**config.mk**
```make
export PLATFORM = sky130hd
export DESIGN_NAME = rp_8bit_fetch_flat
export DESIGN_NICKNAME = d
export VERILOG_FILES = /design/src/rtl/rp_8bit_fetch_if.sv /design/src/rtl/rp_8bit_fetch.sv /design/src/flat_wrapper.sv
export SDC_FILE = /design/constraint.sdc
export NUM_CORES = 1
export LEC_CHECK = 0
export CAP_MARGIN = 20
export CORE_ASPECT_RATIO = 0.5
export CORE_UTILIZATION = 53
export DETAILED_ROUTE_END_ITERATION = 8
export PLACE_DENSITY = 0.81
export SETUP_SLACK_MARGIN = 0.3
export SLEW_MARGIN = 10
export SYNTH_ARGS = -nofsm -noshare
export SYNTH_HDL_FRONTEND = slang
export SYNTH_SLANG_ARGS = --single-unit
```
**constraint.sdc**
```tcl
create_clock -name clk -period 9.04 [get_ports clk]
set_input_delay 2.26 -clock clk [delete_from_list [all_inputs] [get_ports clk]]
set_output_delay 2.26 -clock clk [all_outputs]
set_load 0.02 [all_outputs]
```
**src/rtl/rp_8bit_fetch_if.sv**
```systemverilog
// Fetch-side bus of the rp_8bit core: program-memory request port, instruction
// delivery port and the execute-stage redirect/skip requests.
interface rp_8bit_fetch_if #(
    parameter int PAW = 16
);
    logic           pmem_vld;
    logic [PAW-1:0] pmem_adr;
    logic           pmem_rdy;
    logic [15:0]    pmem_rdt;
    logic           ins_vld;
    logic           ins_rdy;
    logic [PAW-1:0] ins_pc;
    logic [31:0]    ins_op;
    logic           ins_len;
    logic           jmp_vld;
    logic [PAW-1:0] jmp_adr;
    logic           skp_vld;

    modport master (
        output pmem_vld, pmem_adr, ins_vld, ins_pc, ins_op, ins_len,
        input  pmem_rdy, pmem_rdt, ins_rdy, jmp_vld, jmp_adr, skp_vld
    );

    modport slave (
        input  pmem_vld, pmem_adr, ins_vld, ins_pc, ins_op, ins_len,
        output pmem_rdy, pmem_rdt, ins_rdy, jmp_vld, jmp_adr, skp_vld
    );
endinterface

```
**src/rtl/rp_8bit_fetch.sv**
```systemverilog
// Instruction fetch sequencer: prefetches program words into a 4-word FIFO,
// assembles one/two-word AVR instructions, and handles redirect and skip.
module rp_8bit_fetch #(
    parameter int             PAW      = 16,
    parameter logic [PAW-1:0] RESET_PC = '0
) (
    input logic             clk,
    input logic             rst,
    rp_8bit_fetch_if.master bus
);
    typedef enum logic {RUN, FLUSH} state_t;

    state_t         state;
    logic [15:0]    fifo [4];
    logic [1:0]     rd_ptr;
    logic [2:0]     count;
    logic           inflight;
    logic           skip_pend;
    logic [PAW-1:0] fetch_pc;
    logic [PAW-1:0] head_pc;

    logic [1:0]  rd_ptr1;
    logic [1:0]  wr_idx;
    logic [15:0] word0;
    logic [15:0] word1;
    logic        two_word;
    logic [2:0]  need;
    logic        complete;
    logic        ins_vld;
    logic        handshake;
    logic        skip_do;
    logic [2:0]  pop_n;
    logic        wr;
    logic [2:0]  count_after;
    logic        req;
    logic        accept;

    assign rd_ptr1 = rd_ptr + 2'd1;
    assign wr_idx  = rd_ptr + count[1:0];
    assign word0   = fifo[rd_ptr];
    assign word1   = fifo[rd_ptr1];

    // lds/sts: 1001_00?x_xxxx_0000; jmp/call: 1001_010x_xxxx_11xx
    assign two_word = ((word0[15:10] == 6'b100100) && (word0[3:0] == 4'b0000)) ||
                      ((word0[15:9] == 7'b1001010) && (word0[3:2] == 2'b11));

    assign need      = two_word ? 3'd2 : 3'd1;
    assign complete  = (count >= need);
    assign ins_vld   = complete && !skip_pend && !bus.jmp_vld;
    assign handshake = ins_vld && bus.ins_rdy;
    assign skip_do   = skip_pend && complete && !bus.jmp_vld;
    assign pop_n     = (handshake || skip_do) ? need : 3'd0;

    // The response arriving in FLUSH belongs to the request issued alongside jmp_vld.
    assign wr          = inflight && (state == RUN);
    assign count_after = bus.jmp_vld ? 3'd0 : (count - pop_n + {2'b00, wr});
    assign req         = !rst && (count_after < 3'd4);
    assign accept      = req && bus.pmem_rdy;

    assign bus.pmem_vld = req;
    assign bus.pmem_adr = fetch_pc;
    assign bus.ins_vld  = ins_vld;
    assign bus.ins_pc   = head_pc;
    assign bus.ins_op   = {(two_word ? word1 : 16'h0000), word0};
    assign bus.ins_len  = two_word;

    always_ff @(posedge clk or posedge rst) begin
        if (rst) begin
            state     <= RUN;
            rd_ptr    <= 2'd0;
            count     <= 3'd0;
            inflight  <= 1'b0;
            skip_pend <= 1'b0;
            fetch_pc  <= RESET_PC;
            head_pc   <= RESET_PC;
            for (int i = 0; i < 4; i++) begin
                fifo[i] <= 16'h0000;
            end
        end else begin
            state    <= bus.jmp_vld ? FLUSH : RUN;
            inflight <= accept;
            if (bus.jmp_vld) begin
                fetch_pc  <= bus.jmp_adr;
                head_pc   <= bus.jmp_adr;
                rd_ptr    <= 2'd0;
                count     <= 3'd0;
                skip_pend <= 1'b0;
            end else begin
                fetch_pc <= fetch_pc + {{(PAW-1){1'b0}}, accept};
                count    <= count_after;
                if (wr) begin
                    fifo[wr_idx] <= bus.pmem_rdt;
                end
                if (handshake || skip_do) begin
                    rd_ptr  <= rd_ptr + need[1:0];
                    head_pc <= head_pc + PAW'(need);
                end
                // A skip request seen while one is already pending is dropped.
                if (skip_do) begin
                    skip_pend <= 1'b0;
                end else if (bus.skp_vld) begin
                    skip_pend <= 1'b1;
                end
            end
        end
    end
endmodule
```
**src/flat_wrapper.sv**
```systemverilog
// flat-port wrapper written by rule: the top's interface ports become plain ports
module rp_8bit_fetch_flat 
#(
    parameter int             PAW      = 16,
    parameter logic [PAW-1:0] RESET_PC = '0
)
  (clk, rst, bus_pmem_vld, bus_pmem_adr, bus_ins_vld, bus_ins_pc, bus_ins_op, bus_ins_len, bus_pmem_rdy, bus_pmem_rdt, bus_ins_rdy, bus_jmp_vld, bus_jmp_adr, bus_skp_vld);
  rp_8bit_fetch_if #(.PAW(PAW)) bus_i ();
  input logic clk;
  input logic rst;
  output wire logic [$bits(bus_i.pmem_vld)-1:0] bus_pmem_vld;
  output wire logic [$bits(bus_i.pmem_adr)-1:0] bus_pmem_adr;
  output wire logic [$bits(bus_i.ins_vld)-1:0] bus_ins_vld;
  output wire logic [$bits(bus_i.ins_pc)-1:0] bus_ins_pc;
  output wire logic [$bits(bus_i.ins_op)-1:0] bus_ins_op;
  output wire logic [$bits(bus_i.ins_len)-1:0] bus_ins_len;
  input wire logic [$bits(bus_i.pmem_rdy)-1:0] bus_pmem_rdy;
  input wire logic [$bits(bus_i.pmem_rdt)-1:0] bus_pmem_rdt;
  input wire logic [$bits(bus_i.ins_rdy)-1:0] bus_ins_rdy;
  input wire logic [$bits(bus_i.jmp_vld)-1:0] bus_jmp_vld;
  input wire logic [$bits(bus_i.jmp_adr)-1:0] bus_jmp_adr;
  input wire logic [$bits(bus_i.skp_vld)-1:0] bus_skp_vld;
  assign bus_pmem_vld = bus_i.pmem_vld;
  assign bus_pmem_adr = bus_i.pmem_adr;
  assign bus_ins_vld = bus_i.ins_vld;
  assign bus_ins_pc = bus_i.ins_pc;
  assign bus_ins_op = bus_i.ins_op;
  assign bus_ins_len = bus_i.ins_len;
  assign bus_i.pmem_rdy = bus_pmem_rdy;
  assign bus_i.pmem_rdt = bus_pmem_rdt;
  assign bus_i.ins_rdy = bus_ins_rdy;
  assign bus_i.jmp_vld = bus_jmp_vld;
  assign bus_i.jmp_adr = bus_jmp_adr;
  assign bus_i.skp_vld = bus_skp_vld;
  rp_8bit_fetch #(.PAW(PAW), .RESET_PC(RESET_PC)) u_core (.clk(clk), .rst(rst), .bus(bus_i));
endmodule
```
==> results.yml <==
clock_tree:
  cts_tree: "done"
  cts-root-buf: "clkbuf_16"
  cts_sinks: 104
  htreeDepth: 3
  clkTransAtPathRegs_ns: 0.06
  cts_buffers: 9
  cts_setup_buffers: 0
  cts.path.max_buffers: 2
  cts_resized: 0
  ctsHoldBuffers: 0
  clk_latency_ns: 0.35
cells_and_area:
  syn2layout_area_growth_pct: 25.8
  most-common-layout-cells: "clkdlybuf4s50_1 (103), dfrtp_1 (103), mux2_2 (88)"
  final_area_um2: 6980
  n_antenna_cell: 0
  nNetsFinal: 572
  stdcell_count: 661
  filler_cell_count: 694
  drive_gt1_share_pct: 27.8
critical_path:
  crit_chain: "mux4_2 > or4_4 > o21bai_1 > nand2_1 > ha_1 > nand2b_1 > a211oi_1 > buf_4 > or2_2 > or3_1 > ha_1 > inv_1 > fa_1 > xnor2_1 > nor2_1 > nor2_1 > clkdlybuf4s50_1"
  critPathCaptureType: "primary output"
  worstPathRequired_ns: 6.78
  setup.worst_path.class: "flip-flop to primary output"
  startpoint_type: "flip-flop"
  crit_path_max_fanout: 18
  crit_path_max_incr_delay_ns: 0.85
  critPathArrivalTime_ns: 5.94
  cp_slowest_cell: "dfrtp_1"
logic_synthesis:
  syn-instance-count: 421
  seq_area_frac_synth_pct: 46.9
  netlist_area_um2: 5550
  synth_nets: 472
  ys.flop_type: "dfrtp_1"
  async_flop_share_pct: 100
  synth_area_leaders: "dfrtp_1 (47%), mux2_2 (18%), mux4_2 (13%), xnor2_1 (2.8%), ha_1 (2.5%)"
  synthDistinctLibCells: 41
  synth-warning-count: 0
  synth_edf_count: 0
  synth_top_cell_by_area: "dfrtp_1"
  avgSynthCellArea_um2: 13.2
  yosys.area.top_type_share_pct: 46.9
  synth.ff_latch_count: 104
sta:
  hold_violations: 0
  fin_crit_sh_pct: 90.7
  finalCriticalPeriod_ns: 8.20
  grt_setup_unrepaired: "no"
  finClkSkew_ns: 0.00916
  max_slew_margin_pct: 33.8
  timing.fmax_mhz: 122
  tns_ns: 0
  setup_viol: 0
  worst_slack_ns: 0.837
  slew_viol_final: 0
  tightest_slew_ns: 0.992
routing:
  drt_iter0_drc: 157
  wl_met2_um: 5610
  dr_total_vias: 3805
  wl_met1_um: 5600
  viasPerCell: 5.76
  routed.top_layer: "met4"
  route.met3.wl_um: 904
  drt_drc_violations_left: 0
  first_pass_iters: 4
  wl_per_cell_um: 18.7
  wirelength_um: 12300
  drtAntennaViolNets: 0
pwr:
  power_frac_clock_pct: 19.1
  combPwrFrac_pct: 41.5
  switching_share_pct: 34.0
  ir_worst_vdd_mv: 0.136
  p_int_uw: 1250
  powerDensity_nw_per_um2: 271
  p_switching_uw: 642
  sequentialPowerShare_pct: 39.4
  design_power_total_uw: 1890
  p_leak_uw: 0.00304
floorplanning:
  initial_core_util_pct: 56.7
  die_area_um2: 10900
  rows: 25
  die_w_um: 147
  die_height_um: 74.4
  coreArea_um2: 9790
  ios: 105
placed_design:
  post-place-ws_ns: 1.20
  port_buffers: 104
  place_area_um2: 6720
  place_congestion: 0.765
  dp_cells: 645
  dp_hpwl_um: 8430
global_routing:
  grt.total_usage_pct: 24.6
  grt.overflow.total: 0
  grt_pass1_vias: 3927
  antenna_found_initial: 0
  grt_pass1_wl_um: 20100
  grt_max_degree: 67
status:
  status: "finished clean"
min_path:
  hp-class: "flip-flop to flip-flop"
job:
  max_cap_violations: 0
[cell families after synthesis]
family	count (synthesis)	synth area share, %
buf+inv	33	2.43
simple gates	100	9.31
compound gates	17	1.87
xor+xnor	30	4.73
flops	104	46.9
mux	124	31.6
fa+ha+maj	13	3.20
[power groups by stage]
stage                     Combinational (uW)  Sequential, uW  Clock (uW)
after global routing                     842             765         387
final                                    785             744         361
after CTS                                792             742         370
after global placement                   771             740           0
after floorplan                          524             717           0
after detailed placement                 787             747           0
[registers in the layout, summed over array words and instances (netlist names)]
register,flops
u_core.fifo,64
u_core.bus.ins_pc,16
u_core.bus.pmem_adr,16
u_core.count,3
u_core.rd_ptr,2
u_core.inflight,1
u_core.skip_pend,1
u_core.state,1
[synth_stat cells, types with 2 or more instances]
master    count
a21oi_1       6
nand4_1       3
and3_1       20
fa_1          2
inv_1        12
buf_1         4
nor4_1        2
buf_2         3
mux2_2       88
mux2i_1       3
xor2_1       12
dfrtp_1     104
ha_1         11
nor2b_1       5
nand3_1       6
or2_2         2
mux4_2       32
nor3b_1       2
nor3_1        5
o21ai_0       5
nand2_1      22
clkbuf_1     13
xnor2_1      18
or3_1         2
nor2_1       23
[worst max-delay path: cells and delay by family, from the launching register on]
family | cells | cell delay, ns
fa+ha+maj | 3 | 1.07
compound gates | 2 | 0.32
buf+inv | 3 | 0.83
mux | 1 | 0.45
xor+xnor | 1 | 0.16
flops | 1 | 0.85
simple gates | 7 | 1.90
[worst paths after layout]
check                                 start                      end  slack, ns  cells past startpoint
max                        u_core.rd_ptr[1]             bus_pmem_vld       0.84                     17
min reg2reg                 u_core.fifo[63]          u_core.fifo[63]       0.52                      1
max reg2reg                u_core.rd_ptr[1]  u_core.bus.pmem_adr[12]       2.30                     24
min in group asynchronous               rst  u_core.bus.pmem_adr[11]       2.31                      2
min                         u_core.fifo[63]          u_core.fifo[63]       0.52                      1
max in group asynchronous               rst         u_core.rd_ptr[0]       5.45                      3
[metrics by stage]
stage / util [%] / hold WS [ns]
floorplan: - / 0.491
CTS: 71.3 / 0.530
finish: 71.3 / 0.525
global placement: 68.6 / 0.500
detailed placement: 68.6 / 0.515
global route: 71.3 / 0.555
[metal layers]
| metal | GRT usage [%] | vias up |
|---|---|---|
| li1 | - | 1726 |
| met1 | 32.0 | 1947 |
| met2 | 39.2 | 110 |
| met3 | 8.10 | 22 |
| met4 | 9.84 | 0 |
| met5 | 0 | - |
[layout make-up]
class,count,area (um2),share of cell area (%)
clock inverter,3,17.5,0.251
clock buffer,13,250,3.58
tap,135,169,2.42
timing repair buffer,110,1080,15.5
multi-input combinational,284,2810,40.3
sequential,104,2600,37.3
inverter,12,47.5,0.681
No activity file was read; power rests on OpenSTA's default activity.
